<file path="src/rtl/text_writer.sv">
// Byte-stream terminal front end: turns characters into VRAM cell writes and scroll control.
// Optional feature: define TEXT_WRITER_TAB_EN to make 0x09 advance to the next 8-column tab stop.
module text_writer #(
  parameter int          COLS  = 100,
  parameter int          ROWS  = 30,
  parameter logic [7:0]  BLANK = 8'h20
) (
  input  logic       clk,
  input  logic       reset_low,
  input  logic       in_valid,
  input  logic [7:0] in_char,
  output logic       in_ready,
  output logic [4:0] top_row,
  output logic       vram_we,
  output logic [4:0] vram_wr_row,
  output logic [6:0] vram_wr_col,
  output logic [7:0] vram_wr_char,
  output logic [4:0] cursor_row,
  output logic [6:0] cursor_col
);

  localparam logic [4:0] LAST_ROW = 5'(ROWS - 1);
  localparam logic [6:0] LAST_COL = 7'(COLS - 1);

  typedef enum logic [1:0] {CLEAR, IDLE, SCROLL} state_t;

  state_t     state, state_next;
  logic [4:0] sweep_row, sweep_row_next;
  logic [6:0] sweep_col, sweep_col_next;
  logic       sweep_done, sweep_done_next;
  logic [4:0] scroll_row, scroll_row_next;
  logic [4:0] top_row_next, cursor_row_next, wr_row_next;
  logic [6:0] cursor_col_next, wr_col_next;
  logic [7:0] wr_char_next;
  logic       we_next, line_feed;

  logic       accept, is_print, at_last_col, at_last_row, scroll_start;
  logic [5:0] phys_sum;
  logic [4:0] phys_row;

  assign accept       = in_valid && in_ready;
  assign is_print     = (in_char >= 8'h20) && (in_char <= 8'h7E);
  assign at_last_col  = (cursor_col == LAST_COL);
  assign at_last_row  = (cursor_row == LAST_ROW);
  assign scroll_start = accept && at_last_row &&
                        ((in_char == 8'h0A) || (is_print && at_last_col));
  assign phys_sum     = {1'b0, cursor_row} + {1'b0, top_row};
  assign phys_row     = (phys_sum >= 6'(ROWS)) ? 5'(phys_sum - 6'(ROWS)) : phys_sum[4:0];

`ifdef TEXT_WRITER_TAB_EN
  logic [7:0] tab_stop;
  assign tab_stop = {1'b0, cursor_col | 7'd7} + 8'd1;
`endif

  always_ff @(posedge clk or negedge reset_low) begin
    if (!reset_low) state <= CLEAR;
    else            state <= state_next;
  end

  always_comb begin
    state_next = state;
    case (state)
      CLEAR:   if (sweep_done) state_next = IDLE;
      IDLE:    if (scroll_start) state_next = SCROLL;
      SCROLL:  if (sweep_done) state_next = IDLE;
      default: state_next = CLEAR;
    endcase
  end

  assign in_ready = (state == IDLE);

  // Next values for every registered output; sweep_done adds one idle slot after the last write.
  always_comb begin
    sweep_row_next  = sweep_row;
    sweep_col_next  = sweep_col;
    sweep_done_next = sweep_done;
    scroll_row_next = scroll_row;
    top_row_next    = top_row;
    cursor_row_next = cursor_row;
    cursor_col_next = cursor_col;
    wr_row_next     = vram_wr_row;
    wr_col_next     = vram_wr_col;
    wr_char_next    = vram_wr_char;
    we_next         = 1'b0;
    line_feed       = 1'b0;
    case (state)
      CLEAR: begin
        if (!sweep_done) begin
          we_next      = 1'b1;
          wr_row_next  = sweep_row;
          wr_col_next  = sweep_col;
          wr_char_next = BLANK;
          if (sweep_col == LAST_COL) begin
            sweep_col_next = '0;
            if (sweep_row == LAST_ROW) sweep_done_next = 1'b1;
            else                       sweep_row_next  = sweep_row + 5'd1;
          end else begin
            sweep_col_next = sweep_col + 7'd1;
          end
        end else begin
          sweep_done_next = 1'b0;
          sweep_row_next  = '0;
        end
      end
      SCROLL: begin
        if (!sweep_done) begin
          we_next      = 1'b1;
          wr_row_next  = scroll_row;
          wr_col_next  = sweep_col;
          wr_char_next = BLANK;
          if (sweep_col == LAST_COL) begin
            sweep_col_next  = '0;
            sweep_done_next = 1'b1;
          end else begin
            sweep_col_next = sweep_col + 7'd1;
          end
        end else begin
          sweep_done_next = 1'b0;
        end
      end
      IDLE: begin
        if (accept) begin
          if (is_print) begin
            we_next      = 1'b1;
            wr_row_next  = phys_row;
            wr_col_next  = cursor_col;
            wr_char_next = in_char;
            if (at_last_col) begin
              cursor_col_next = '0;
              line_feed       = 1'b1;
            end else begin
              cursor_col_next = cursor_col + 7'd1;
            end
          end else begin
            case (in_char)
              8'h0D: cursor_col_next = '0;
              8'h0A: line_feed = 1'b1;
              8'h08: if (cursor_col != 7'd0) cursor_col_next = cursor_col - 7'd1;
`ifdef TEXT_WRITER_TAB_EN
              8'h09: cursor_col_next = (tab_stop > {1'b0, LAST_COL}) ? LAST_COL : tab_stop[6:0];
`endif
              default: ;
            endcase
          end
          if (line_feed) begin
            if (!at_last_row) begin
              cursor_row_next = cursor_row + 5'd1;
            end else begin
              scroll_row_next = top_row;
              top_row_next    = (top_row == LAST_ROW) ? 5'd0 : top_row + 5'd1;
            end
          end
        end
      end
      default: ;
    endcase
  end

  always_ff @(posedge clk or negedge reset_low) begin
    if (!reset_low) begin
      sweep_row    <= '0;
      sweep_col    <= '0;
      sweep_done   <= 1'b0;
      scroll_row   <= '0;
      top_row      <= '0;
      cursor_row   <= '0;
      cursor_col   <= '0;
      vram_we      <= 1'b0;
      vram_wr_row  <= '0;
      vram_wr_col  <= '0;
      vram_wr_char <= BLANK;
    end else begin
      sweep_row    <= sweep_row_next;
      sweep_col    <= sweep_col_next;
      sweep_done   <= sweep_done_next;
      scroll_row   <= scroll_row_next;
      top_row      <= top_row_next;
      cursor_row   <= cursor_row_next;
      cursor_col   <= cursor_col_next;
      vram_we      <= we_next;
      vram_wr_row  <= wr_row_next;
      vram_wr_col  <= wr_col_next;
      vram_wr_char <= wr_char_next;
    end
  end

endmodule

</file>
<file path="config.mk">
export PLATFORM = sky130hd
export DESIGN_NAME = text_writer
export DESIGN_NICKNAME = d
export VERILOG_FILES = /design/src/rtl/text_writer.sv
export SDC_FILE = /design/constraint.sdc
export NUM_CORES = 1
export LEC_CHECK = 0
export CAP_MARGIN = 30
export CORE_MARGIN = 1.5
export CORE_UTILIZATION = 55
export DETAILED_ROUTE_END_ITERATION = 8
export PLACE_DENSITY = 0.79
export SLEW_MARGIN = 5
export SYNTH_ARGS = -nofsm -noshare
export SYNTH_HDL_FRONTEND = slang
export SYNTH_SLANG_ARGS = --single-unit
export TNS_END_PERCENT = 50
</file>
<file path="constraint.sdc">
create_clock -name clk -period 3.15 [get_ports clk]
set_input_delay 0.4725 -clock clk [delete_from_list [all_inputs] [get_ports clk]]
set_output_delay 0.4725 -clock clk [all_outputs]
set_load 0.05 [all_outputs]
</file>
# ---- Word-level counts from Yosys, hierarchy flattened
# Cells that the tools add are included.
dict set report totals {
  ff_bits 58
}
dict set report op_classes {
  n_eq_ne 19
  order_cmp 3
  muxes 41
  n_addsub 8
  reduce_logical 22
  bitwise_logic 2
}
# op n
set ops {}
lappend ops {{2-to-1 mux 7 bit} 7}
lappend ops {{2-to-1 mux 5 bit} 9}
lappend ops {{case mux 7 bit (2 select lines)} 2}
lappend ops {{equality test 8 x 4 -> 1 bit, second input constant} 3}
lappend ops {{2-to-1 mux 8 bit} 3}
lappend ops {{case mux 8 bit (2 select lines)} 1}
lappend ops {{AND reduction 4 bit} 4}
lappend ops {{adder 5 x 1 -> 5 bit, second input constant} 3}
lappend ops {{equality test 5 bit, second input constant} 3}
lappend ops {{case mux 5 bit (3 select lines)} 1}
lappend ops {{adder 7 x 1 -> 7 bit, second input constant} 2}
lappend ops {{equality test 7 bit, second input constant} 2}
lappend ops {{2-to-1 mux 1 bit} 13}
lappend ops {{>= comparator 8 x 6 -> 1 bit, second input constant} 1}
lappend ops {{less-or-equal comparator 8 x 7 -> 1 bit, second input constant} 1}
lappend ops {{!= test 2 x 1 -> 1 bit, second input constant} 4}
lappend ops {{!= test 2 bit, second input constant} 4}
lappend ops {{nonzero test 7 bit} 1}
lappend ops {{subtractor 7 x 1 -> 7 bit, second input constant} 1}
lappend ops {{adder 5 x 5 -> 6 bit} 1}
lappend ops {{>= comparator 6 x 5 -> 1 bit, second input constant} 1}
lappend ops {{nonzero test 2 bit} 3}
lappend ops {{nonzero test 3 bit} 2}
lappend ops {{logical AND 1 bit} 5}
lappend ops {{other kinds (14)} 18}

# ---- Depth between registers and ports, before layout
dict set report depth {
  depth_word 7
  mapped_depth 9
  ltp_nobuf 8
}

# ---- Worst setup path after synthesis
# No wires, ideal clock.
dict set report synth_timing {
  path_type {flip-flop to flip-flop}
  from {reg top_row[0]}
  to {reg vram_wr_row[1]}
  slack_ps 662
  required_time_ps 3022
  path_buffers 0
  synth_period_minus_slack_ps 2488
  arrival_ps 2360
  setup_time_ps 128
  path_stages_with_launch 9
  cell_sequence {dfrtp_1 -> ha_1 -> fa_1 -> xor2_1 -> nand2_1 -> nor3_1 -> a21oi_1 -> a311oi_1 -> o31ai_1}
}
dict set report synth_via {
  elab_chain_cells 6
}
# item line_no
set synth_lines {}
lappend synth_lines {{from (decl)} 13} ;# output logic [4:0] top_row,
lappend synth_lines {{from (signal assigned)} 177} ;# top_row <= top_row_next;
lappend synth_lines {{adder 5 x 5 -> 6 bit (*)} 47} ;# assign phys_sum = {1'b0, cursor_row} + {1'b0, top_row};
lappend synth_lines {{subtractor 5 bit or >= comparator 6 x 5 -> 1 bit (tied branches)} 48} ;# assign phys_row = (phys_sum >= 6'(ROWS)) ? 5'(phys_sum - 6'(ROWS)) : phys_sum[4:0];
lappend synth_lines {{2-to-1 mux 5 bit (*)} 48}
lappend synth_lines {{2-to-1 mux 5 bit (*)} 123} ;# if (is_print) begin
lappend synth_lines {{2-to-1 mux 5 bit (*)} 122} ;# if (accept) begin
lappend synth_lines {{case mux 5 bit (3 select lines) (*)} 86} ;# case (state)
lappend synth_lines {{to (signal assigned)} 181} ;# vram_wr_row <= wr_row_next;
lappend synth_lines {{to (decl)} 15} ;# output logic [4:0] vram_wr_row,
# Mark *: on every way between the ends. The rest lies on a longest branch, timed or not. The select of a mux whose other input is x is not followed.
# A chain may end at the register's enable or synchronous reset.

# ---- Worst setup path after layout
# Same ends and word-level chain as after synthesis.

==> summary.md <==
| Metric | Value |
|---|---|
| Gr ovfl total | `0` |
| Number of buffers inserted for hold repair after clock tree synthesis | `0` |
| Max IR drop VDD | `197 µV` |
| Buffer depth of the longest clock path | `2` |
| RSZ-0062 raised after global routing | `no` |
| Top cells by area, synth | `dfrtp_1 42%, ha_1 7.4%, nand2_1 5.5%` |
| Shortest period the worst path allows | `2.55 ns` |
| Transition at the pin with the smallest max-transition slack | `0.731 ns` |
| Clock tree from TritonCTS | `yes` |
| Syn_nets | `398` |
| Total negative slack for setup checks | `0 ns` |
| Logic pwr share | `0.034` |
| Total GRT Usage | `0.253` |
| Count of buffers from port buffering | `between 40 and 50` |
| Total detailed-routing wirelength | `slightly below 8 mm` |
| Count of vias placed by the detailed router | `around 2900` |
| Cell Area, Placed | `0.00394 mm²` |
| Setup slack at placement | `0.408 ns` |
| Wire per inst | `15.8 µm` |
| Die Area | `approximately 0.0066 mm²` |
| X dimension of the die | `81.5 µm` |
| Core region area | `between 0.005 and 0.006 mm²` |
| I/O pin total | `50` |
| Critical Path Max Stage Delay | `0.48 ns` |
| Num rows | `28` |
| Wire length of the first global-routing pass | `approximately 13 mm` |
| Number of detailed-routing iterations run before antenna repair | `4` |
| Worst rel slew slack | `0.511` |
| Initial antenna violation count | `0` |
| Nature of the critical path endpoint | `register` |
| Share of the cycle needed by the critical path after routing | `0.810` |
| Met3 wirelength from detailed routing | `around 370 µm` |
| Final hold vios | `0` |
| Final Max Tran Viols | `0` |
| Clock transition at path regs | `0.07 ns` |
| Number of global-route vias before repair | `2619` |
| Crit path cell chain | `ha_1 > fa_1 > xor2_1 > nand2_1 > nor3_1 > a21oi_1 > a311oi_1 > o31ai_1` |
| Launching point of the worst reg2reg path | `top_row[0]$_DFFE_PN0P_` |
| Post-cts gate resize count | `0` |
| Post-synthesis average cell area | `9.27 µm²` |
| Clock Power Share | `0.457` |
| Arr. time, crit path | `approximately 2.8 ns` |
| Number of instances in the synthesized netlist | `366` |
| Most common cell in the netlist | `dfrtp_1` |
| Critical path class | `register to register` |
| Final HPWL DP | `about 5.6 mm` |
| Internal Dissipation | `about 1.1 mW` |
| Placer Congestion | `0.862` |
| Final non-filler cell area | `0.00413 mm²` |
| Setup WS post-layout | `0.598 ns` |
| Cell at the root of the clock tree | `clkbuf_8` |
| Setup clock skew after layout | `0.00564 ns` |
| CP max-delay cell | `dfrtp_1` |
| Max Clock Freq | `392 MHz` |
| Tightest Hold Check Type | `primary input to async pin` |
| Fraction of registers with async set/reset | `1.00` |
| Number of remaining DRC errors | `0` |
| Routed wl met2 | `between 3 and 4 mm` |
| Switching pwr | `approximately 310 µW` |
| Fraction of the yosys area taken by sequential cells | `0.428` |
| Net count reported at finish | `between 400 and 500` |
| CTS HTree Levels | `3` |
| Fraction of layout instances using a drive strength above 1 | `0.0974` |
| Power density of the placed cells | `354 mW/mm²` |
| Number of diodes added for antenna fixing | `0` |
| Top routing layer in use | `met4` |
| Nature of the critical path startpoint | `register` |
| Initial Utilization | `0.573` |
| Length in cells of the worst reg-to-reg path | `8` |
| Count of distinct cell types in the synthesized netlist | `53` |
| Largest net degree at the start of global routing | `32` |
| R2r setup slk | `0.60 ns` |
| Leakage dissipation | `1.86 nW` |
| Setup repair bufs after CTS | `0` |
| Fraction of power spent switching nets | `0.214` |
| Worst-path fanout max | `8` |
| Clock network latency to the later pin of the worst-skew pair | `0.33 ns` |
| Endpoint required time on the critical path | `about 3.4 ns` |
| Initial drt markers | `roughly 180` |
| Via density | `5.87` |
| Register bit total from synthesis | `58` |
| Dominant cell type by area after synthesis | `dfrtp_1` |
| Final Non-Filler Cells | `roughly 500` |
| Final setup violating endpoints | `0` |
| Total of max-cap violations | `0` |
| Die height | `slightly above 80 µm` |
| Clock sink total | `58` |
| Worst R2R End | `vram_wr_row[1]$_DFFE_PN0P_` |
| Number of enable flip-flop cells after synthesis | `0` |
| Netlist area before placement | `0.00339 mm²` |
| Most instantiated cells after synthesis | `57 x dfrtp_1, 50 x nand2_1, 36 x o21ai_0, 27 x nor2_1, 20 x ha_1` |
| Result of the run | `completed` |
| Prevailing post-synth register cell | `dfrtp_1` |
| Layout Area Growth over Synthesis | `21.7%` |
| Area fraction of the dominant cell type after synthesis | `0.421` |
| Total CTS buffers | `9` |
| Total power consumption of the routed design | `1.46 mW` |
| Cell total after placement | `480` |
| Met1 WL | `3.63 mm` |
| Ys Warns | `0` |
| Remaining antenna violation count after routing | `0` |
| Share of power burned in registers | `0.509` |
## through the flow
stage | util | hold WS [ns]
floorplan | - | 0.177
global placement | 0.665 | 0.460
detailed placement | 0.665 | 0.469
CTS | 0.697 | 0.158
global route | 0.697 | 0.182
finish | 0.697 | 0.143
## routing by layer
metal / vias to the layer above / global-route usage
met5: - / 0
met4: 0 / 0.0724
met3: 9 / 0.0433
met2: 86 / 0.391
met1: 1396 / 0.364
li1: 1421 / -
## layout by cell type, fill, tap and decap left out, drive strengths merged, types with 3 or more instances in the layout
master and instances:
a211oi 3, a21o 4, a21oi 14, a22oi 4
a31oi 4, and2 3, and3 10, buf 6
clkbuf 13, clkdlybuf4s50 48, dfrtp 57, ha 20
inv 16, mux2 5, mux2i 10, nand2 50
nand3 9, nand4 9, nor2 27, nor2b 4
nor3 6, nor3b 3, o21ai 37, o22ai 4
o31ai 11, or2 8, xor2 7
## worst max-delay path: cells and delay by family (launching register included)
family                     cells  cell delay, ns
AOI/OAI and AO/OA              3            0.60
xor gates and xnor gates       1            0.27
adders and majority gates      2            0.69
DFF                            1            0.48
and+or+nand+nor                2            0.39
## power groups by stage
stage | registers, mW | clock network [mW] | logic, mW
after global placement | 0.759 | 0 | 0.0493
final | 0.745 | 0.668 | 0.0491
after floorplan | 0.759 | 0 | 0.0118
after CTS | 0.745 | 0.674 | 0.0501
after global routing | 0.744 | 0.713 | 0.0560
after detailed placement | 0.759 | 0 | 0.0499
## worst max-delay path by stage
stage / from / to / cells past startpoint
after detailed placement: in_char[2] / cursor_col[4]$_DFFE_PN0P_ / 7
after CTS: top_row[0]$_DFFE_PN0P_ / vram_wr_row[1]$_DFFE_PN0P_ / 8
after global routing: top_row[0]$_DFFE_PN0P_ / vram_wr_row[1]$_DFFE_PN0P_ / 8
after global placement: in_char[2] / cursor_col[4]$_DFFE_PN0P_ / 7
final: top_row[0]$_DFFE_PN0P_ / vram_wr_row[1]$_DFFE_PN0P_ / 8
after floorplan: top_row[0]$_DFFE_PN0P_ / vram_wr_row[1]$_DFFE_PN0P_ / 8
## cell type report
type,count,area (µm²)
multi-input combinational,277,1810
tap,75,93.8
sequential,58,1450
clock buffer,13,149
timing repair buffer,54,523
fill,475,1790
inverter,16,60.1
clock inverter,3,40.0
## state kept, by name (all words and copies together), names as in the netlist, 2 cells and up
register and cells:
sweep_row 5, state 2, vram_wr_row 5, scroll_row 5, vram_wr_char 8, cursor_col 7
sweep_col 7, cursor_row 5, top_row 5, vram_wr_col 7
## cell families (layout without fill, tap and decap cells)
family,count (synthesis),count (layout),synth area share
AOI/OAI and AO/OA,96,96,0.186
xor gates and xnor gates,9,9,0.0232
adders and majority gates,21,21,0.0797
buffers and inverters,31,86,0.0380
DFF,58,58,0.428
muxes,15,15,0.0461
and+or+nand+nor,136,136,0.198
Note: power is estimated with default switching activity, not from simulation.
